## src/rtl/result_tx_pkg.sv

```systemverilog
// Shared types for the result-record UART transmitter.
// RESULT_TX_PARITY_EN adds the ByteParity state (8E1 framing).
package result_tx_pkg;

  localparam int unsigned BYTES_PER_RECORD = 8;

  typedef struct packed {
    logic [15:0] addr;
    logic [47:0] value;
  } record_t;

  typedef enum logic [1:0] {
    RecIdle,
    RecLoad,
    RecSend,
    RecNext
  } rec_state_e;

  typedef enum logic [2:0] {
    ByteIdle,
    ByteStart,
    ByteData,
`ifdef RESULT_TX_PARITY_EN
    ByteParity,
`endif
    ByteStop
  } byte_state_e;

endpackage

```

## src/rtl/uart_byte_tx.sv

```systemverilog
// Single-byte UART transmitter, LSB first, 8N1 or 8E1 when RESULT_TX_PARITY_EN is defined.
// The byte is latched at the end of the start bit, so the caller may update byte_in after start.
module uart_byte_tx
  import result_tx_pkg::*;
#(
  parameter int unsigned CLKS_PER_BIT = 434
) (
  input  logic       clk,
  input  logic       reset,
  input  logic       start,
  input  logic [7:0] byte_in,
  output logic       tx,
  output logic       done
);

  localparam int unsigned BaudW = (CLKS_PER_BIT > 1) ? $clog2(CLKS_PER_BIT) : 1;
  localparam logic [BaudW-1:0] BaudLast = BaudW'(CLKS_PER_BIT - 1);

  byte_state_e      state_q;
  logic [BaudW-1:0] baud_q;
  logic [2:0]       bit_q;
  logic [7:0]       shift_q;
  logic             tx_q;
  logic             baud_last;
`ifdef RESULT_TX_PARITY_EN
  logic             parity_q;
`endif

  assign baud_last = (baud_q == BaudLast);
  assign tx        = tx_q;
  assign done      = (state_q == ByteStop) && baud_last;

  always_ff @(posedge clk or negedge reset) begin
    if (!reset) begin
      state_q  <= ByteIdle;
      baud_q   <= '0;
      bit_q    <= '0;
      shift_q  <= '0;
      tx_q     <= 1'b1;
`ifdef RESULT_TX_PARITY_EN
      parity_q <= 1'b0;
`endif
    end else begin
      if (state_q == ByteIdle || baud_last) begin
        baud_q <= '0;
      end else begin
        baud_q <= baud_q + 1'b1;
      end
      unique case (state_q)
        ByteIdle: begin
          if (start) begin
            state_q <= ByteStart;
            tx_q    <= 1'b0;
          end
        end
        ByteStart: begin
          if (baud_last) begin
            state_q  <= ByteData;
            tx_q     <= byte_in[0];
            shift_q  <= {1'b0, byte_in[7:1]};
            bit_q    <= '0;
`ifdef RESULT_TX_PARITY_EN
            parity_q <= ^byte_in;
`endif
          end
        end
        ByteData: begin
          if (baud_last) begin
            if (bit_q == 3'd7) begin
`ifdef RESULT_TX_PARITY_EN
              state_q <= ByteParity;
              tx_q    <= parity_q;
`else
              state_q <= ByteStop;
              tx_q    <= 1'b1;
`endif
            end else begin
              tx_q    <= shift_q[0];
              shift_q <= {1'b0, shift_q[7:1]};
              bit_q   <= bit_q + 1'b1;
            end
          end
        end
`ifdef RESULT_TX_PARITY_EN
        ByteParity: begin
          if (baud_last) begin
            state_q <= ByteStop;
            tx_q    <= 1'b1;
          end
        end
`endif
        ByteStop: begin
          if (baud_last) begin
            state_q <= ByteIdle;
          end
        end
        default: begin
          state_q <= ByteIdle;
          tx_q    <= 1'b1;
        end
      endcase
    end
  end

endmodule

```

## src/rtl/result_uart_tx.sv

```systemverilog
// Buffers 64-bit {address, value} result records and streams them MSB byte first over UART.
// Define RESULT_TX_PARITY_EN for even-parity (8E1) framing.
module result_uart_tx
  import result_tx_pkg::*;
#(
  parameter int unsigned CLKS_PER_BIT = 434,
  parameter int unsigned FIFO_DEPTH   = 8
) (
  input  logic                        clk,
  input  logic                        reset,
  input  logic [63:0]                 data,
  input  logic                        enable,
  output logic                        tx,
  output logic                        busy,
  output logic [$clog2(FIFO_DEPTH):0] fifo_count,
  output logic                        overflow
);

  localparam int unsigned AddrW = $clog2(FIFO_DEPTH);
  localparam logic [2:0]  LastByte = 3'(BYTES_PER_RECORD - 1);

  record_t          mem_q [FIFO_DEPTH];
  logic [AddrW:0]   wr_ptr_q, rd_ptr_q;
  record_t          last_q;
  record_t          data_rec;
  logic             en_q;
  logic             overflow_q;
  logic             fifo_empty, fifo_full;
  logic             push_req, push, drop, pop;

  rec_state_e       state_q;
  logic [63:0]      shift_q;
  logic [2:0]       idx_q;
  logic             start_q;
  logic             active_q;
  logic             byte_done;

  assign data_rec   = data;
  assign fifo_empty = (wr_ptr_q == rd_ptr_q);
  assign fifo_full  = (wr_ptr_q[AddrW] != rd_ptr_q[AddrW]) &&
                      (wr_ptr_q[AddrW-1:0] == rd_ptr_q[AddrW-1:0]);
  assign pop        = (state_q == RecLoad);

  // A held record is pushed once; a new value under a held enable is a new record.
  assign push_req   = enable && (!en_q || (data_rec != last_q));
  assign push       = push_req && (!fifo_full || pop);
  assign drop       = push_req && fifo_full && !pop;

  assign fifo_count = wr_ptr_q - rd_ptr_q;
  assign overflow   = overflow_q;
  assign busy       = !fifo_empty || active_q;

  always_ff @(posedge clk) begin
    if (push) begin
      mem_q[wr_ptr_q[AddrW-1:0]] <= data_rec;
    end
  end

  always_ff @(posedge clk or negedge reset) begin
    if (!reset) begin
      en_q       <= 1'b0;
      last_q     <= '0;
      wr_ptr_q   <= '0;
      overflow_q <= 1'b0;
    end else begin
      en_q <= enable;
      if (push) begin
        wr_ptr_q <= wr_ptr_q + 1'b1;
        last_q   <= data_rec;
      end
      if (drop) begin
        overflow_q <= 1'b1;
      end
    end
  end

  // start_q is raised one cycle ahead so a byte begins straight out of LOAD or NEXT.
  always_ff @(posedge clk or negedge reset) begin
    if (!reset) begin
      state_q  <= RecIdle;
      rd_ptr_q <= '0;
      shift_q  <= '0;
      idx_q    <= '0;
      start_q  <= 1'b0;
      active_q <= 1'b0;
    end else begin
      start_q <= 1'b0;
      unique case (state_q)
        RecIdle: begin
          if (!fifo_empty) begin
            state_q  <= RecLoad;
            start_q  <= 1'b1;
            active_q <= 1'b1;
          end
        end
        RecLoad: begin
          shift_q  <= mem_q[rd_ptr_q[AddrW-1:0]];
          rd_ptr_q <= rd_ptr_q + 1'b1;
          idx_q    <= '0;
          state_q  <= RecSend;
        end
        RecSend: begin
          if (byte_done) begin
            state_q <= RecNext;
            if (idx_q != LastByte) begin
              start_q <= 1'b1;
            end else begin
              active_q <= 1'b0;
            end
          end
        end
        RecNext: begin
          if (idx_q != LastByte) begin
            idx_q   <= idx_q + 1'b1;
            shift_q <= {shift_q[55:0], 8'h00};
            state_q <= RecSend;
          end else if (!fifo_empty) begin
            state_q  <= RecLoad;
            start_q  <= 1'b1;
            active_q <= 1'b1;
          end else begin
            state_q <= RecIdle;
          end
        end
        default: begin
          state_q  <= RecIdle;
          active_q <= 1'b0;
        end
      endcase
    end
  end

  uart_byte_tx #(
    .CLKS_PER_BIT(CLKS_PER_BIT)
  ) u_byte_tx (
    .clk    (clk),
    .reset  (reset),
    .start  (start_q),
    .byte_in(shift_q[63:56]),
    .tx     (tx),
    .done   (byte_done)
  );

endmodule
```

## config.mk

```make
export PLATFORM = sky130hd
export DESIGN_NAME = result_uart_tx
export DESIGN_NICKNAME = d
export VERILOG_FILES = /design/src/rtl/result_tx_pkg.sv /design/src/rtl/uart_byte_tx.sv /design/src/rtl/result_uart_tx.sv
export SDC_FILE = /design/constraint.sdc
export NUM_CORES = 1
export LEC_CHECK = 0
export ABC_AREA = 0
export BUFFER_PORTS_ARGS = -buffer_cell sky130_fd_sc_hd__buf_4
export CAP_MARGIN = 20
export CORE_UTILIZATION = 61
export CTS_BUF_LIST = sky130_fd_sc_hd__clkbuf_4 sky130_fd_sc_hd__clkbuf_8
export DETAILED_ROUTE_END_ITERATION = 12
export PLACE_DENSITY = 0.88
export RECOVER_POWER = 25
export SLEW_MARGIN = 25
export SYNTH_ARGS = -nofsm -noshare
export SYNTH_HDL_FRONTEND = slang
export SYNTH_SLANG_ARGS = --single-unit
```

## constraint.sdc

```tcl
create_clock -name clk -period 22.6 [get_ports clk]
set_input_delay 4.52 -clock clk [delete_from_list [all_inputs] [get_ports clk]]
set_output_delay 4.52 -clock clk [all_outputs]
set_load 0.005 [all_outputs]
```

==> flow_summary.ini <==
[setup_path]
slowest_stage = clkbuf_1
crit_chain = clkbuf_1 -> clkinv_1 -> ha_1 -> a21o_1 -> a21oi_1 -> xor2_1 -> buf_4
critPathBufInv = 3
path_delay_family = buffers and inverters
crit_path_start = rd_ptr_q[1]
end_kind = output port
arrival_ns = 6.02
slowest_delay_ns = 3.09
critical_path.max_fanout = 76
worstSetupPathType = flop to output port
r2r-start = rd_ptr_q[1]
cp.required_ns = 18.08
start_kind = flop

[route]
drc = 0
num_vias = 15000
ant_nets = 0
drtPass1Iterations = 5
avgViaCountPerCell = 6.24
drt-initial-drc-count = 1669
wl_per_cell_um = 24.1
totalWireLength_um = 57900

[logic_synthesis]
synth_nets = 1695
ys_types = 52
seq_area_frac_synth_pct = 72.0
synth_flop_cell = edfxtp_1
syn_area_mm2 = 0.0272
ys_ff_latch = 679
synth-edff-count = 512
yosysWarnings = 0
async_reset_ff_share_pct = 24.6
synthCells = 1611
syn-mean-instance-area_um2 = 16.9

[pwr]
peakVddDrop_mv = 0.0642
p_sw_uw = 720
power_frac_seq_pct = 54.2
combPwrFrac_pct = 11.7
swShare_pct = 24.8
p_per_area_mw_per_mm2 = 95.8
p_clk_share_pct = 34.1
p_leak_nw = 10.9
p_int_mw = 2.19

[clock_tree]
clk_pin_slew_ns = 0.06
clock_path_buffers = 3
cts_resized = 0
cts_max_level = 3
cts.sinks = 679
cts_tree = done
insertion_delay_ns = 0.69
postCtsSetupRepairBufs = 0
cts_made_buffers = 100
hold_buffers = 0
cts-root-buf = clkbuf_8

[timing]
post-route-period-util_pct = 46.7
fin_tns_setup_ns = 0
worstMarginPinSlew_ns = 4.43
slew_headroom_pct = -196
hold-worst-slack_ns = 0.480
min_period_ns = 10.54
fmax_mhz = 94.8
clock_skew_ns = 0.0314
rsz0062_at_grt = false
drv_slew = 227
hold_violations = 0
setup_violations = 0

[placement]
dp_hpwl_um = 34900
gp_congestion = 0.906
place_area_mm2 = 0.0284
dp_cells = 2211
port_buffers = 73

[cells_and_area]
drive_gt1_share_pct = 24.0
nets = 1814
diodes = 0
design_area_mm2 = 0.0303
syn_to_final_growth_pct = 11.7
final_cells = 2401
post-route-util_pct = 69.8
fillers = 2636

[floorplan]
die_y_um = 213
coreArea_mm2 = 0.0435
die_width_um = 213
rows = 76
die_area_mm2 = 0.0454
ios = 74
start_util_pct = 62.5

[global_routing]
antenna_found_initial = 0
grt_usage_pct = 26.6
grt_pass1_vias = 15700
grt_overflow = 0
grt_max_degree = 113
grt_pass1_wl_um = 88600

[job]
cap_violations = 4

[run_status]
failed_checks = capacitance limit, slew limit
status = finished, violations left

[worst_hold_path]
hold_start = shift_q[51]
hp-class = flop to flop
-- power by group through the flow --
stage | logic [mW] | registers, mW | clock network, mW
3_5_place_dp | 0.343 | 1.60 | 0
2_1_floorplan | 0.199 | 1.61 | 0
4_1_cts | 0.344 | 1.58 | 1.01
5_1_grt | 0.363 | 1.59 | 1.06
6_report | 0.341 | 1.57 | 0.991
3_3_place_gp | 0.327 | 1.59 | 0
-- flip-flops by register name (all words and copies together), names as in the netlist, 2 cells and up --
signal,count
u_byte_tx.state_q,2
rd_ptr_q,4
idx_q,3
wr_ptr_q,4
u_byte_tx.baud_q,9
shift_q,64
state_q,2
u_byte_tx.shift_q,7
mem_q,512
u_byte_tx.bit_q,3
last_q,64
-- layout make-up --
class                   count  area (um2)  area share [%]
clock buffers             156        1870            6.17
multi-input cells         836        7310            24.1
well taps                 585         732            2.41
repair buffers             98         627            2.07
inverters                  15        56.3           0.186
clock inverters            32         183           0.602
flip-flops and latches    679       19600            64.5
-- final timing paths --
check	to	slack [ns]	cells after the start
setup / recovery	fifo_count[3]	12.06	7
hold / removal	shift_q[51]	0.48	2
setup reg to reg	last_q[16]	15.57	8
hold reg to reg	shift_q[51]	0.48	2
max in group asynchronous	rd_ptr_q[2]	15.26	1
min in group asynchronous	shift_q[44]	4.96	1
-- cells in the final DEF, fill, tap and decap left out, types with 16 or more instances in the layout --
| master | count |
|---|---|
| edfxtp_1 | 512 |
| nand2_1 | 206 |
| dfrtp_1 | 163 |
| o21ai_0 | 143 |
| mux4_2 | 128 |
| clkbuf_8 | 112 |
| nand3_1 | 66 |
| mux2_2 | 65 |
| xor2_1 | 53 |
| clkbuf_1 | 49 |
| clkbuf_4 | 44 |
| buf_4 | 42 |
| xnor2_1 | 23 |
| nor2_1 | 22 |
| nor4_1 | 22 |
| ha_1 | 16 |
-- routing by layer --
metal	part of all wire (%)	up-vias	GRT usage [%]
met5	0	-	0
met3	8.2	130	5.22
met1	39	7683	35.9
li1	-	6446	-
met2	50	718	43.5
met4	2.8	0	9.97
-- synth_stat cells (2+ instances only) --
master / n / area [um2]
xnor2_1: 23 / 201
nand2b_1: 10 / 62.6
o2111ai_1: 2 / 17.5
edfxtp_1: 512 / 15400
clkbuf_1: 59 / 221
a22o_1: 3 / 26.3
a22oi_1: 2 / 15.0
buf_2: 17 / 85.1
mux2i_1: 15 / 150
o21ai_0: 143 / 716
nor4_1: 27 / 169
inv_1: 14 / 52.6
a21oi_1: 6 / 30.0
nor3_1: 4 / 20.0
and3_1: 3 / 18.8
nand4_1: 8 / 50.1
mux2_2: 65 / 732
xor2_1: 53 / 464
a31oi_1: 2 / 12.5
nand3_1: 66 / 330
nand4b_1: 2 / 17.5
nor2_1: 23 / 86.3
nor4b_1: 2 / 17.5
nand2_1: 207 / 777
o2bb2ai_1: 3 / 26.3
mux4_2: 128 / 2880
dfrtp_1: 166 / 4150
ha_1: 16 / 200
or3_1: 4 / 25.0
buf_1: 4 / 15.0
-- kinds of logic (layout without fill, tap and decap cells) --
| family | count (synthesis) | in the layout | synth area share, % |
|---|---|---|---|
| AOI/OAI and AO/OA | 169 | 169 | 3.35 |
| xor gates and xnor gates | 76 | 76 | 2.45 |
| adders and majority gates | 17 | 17 | 0.810 |
| buffers and inverters | 96 | 301 | 1.42 |
| DFF | 679 | 679 | 72.0 |
| muxes | 208 | 208 | 13.9 |
| and+or+nand+nor | 366 | 366 | 6.15 |
-- per-stage QoR --
step           power (mW)  worst slack, ns
3_5_place_dp         1.94            14.91
2_1_floorplan        1.80            10.11
5_1_grt              3.01            11.87
4_1_cts              2.93            14.77
3_3_place_gp         1.91            15.05
6_report             2.91            12.06
-- tightest hold or removal path, stage by stage (launching register included) --
cell	delay, ns
dfrtp_1	0.34
nand2_1	0.04
o21ai_0	0.06
Note: power is estimated with default switching activity, not from simulation.
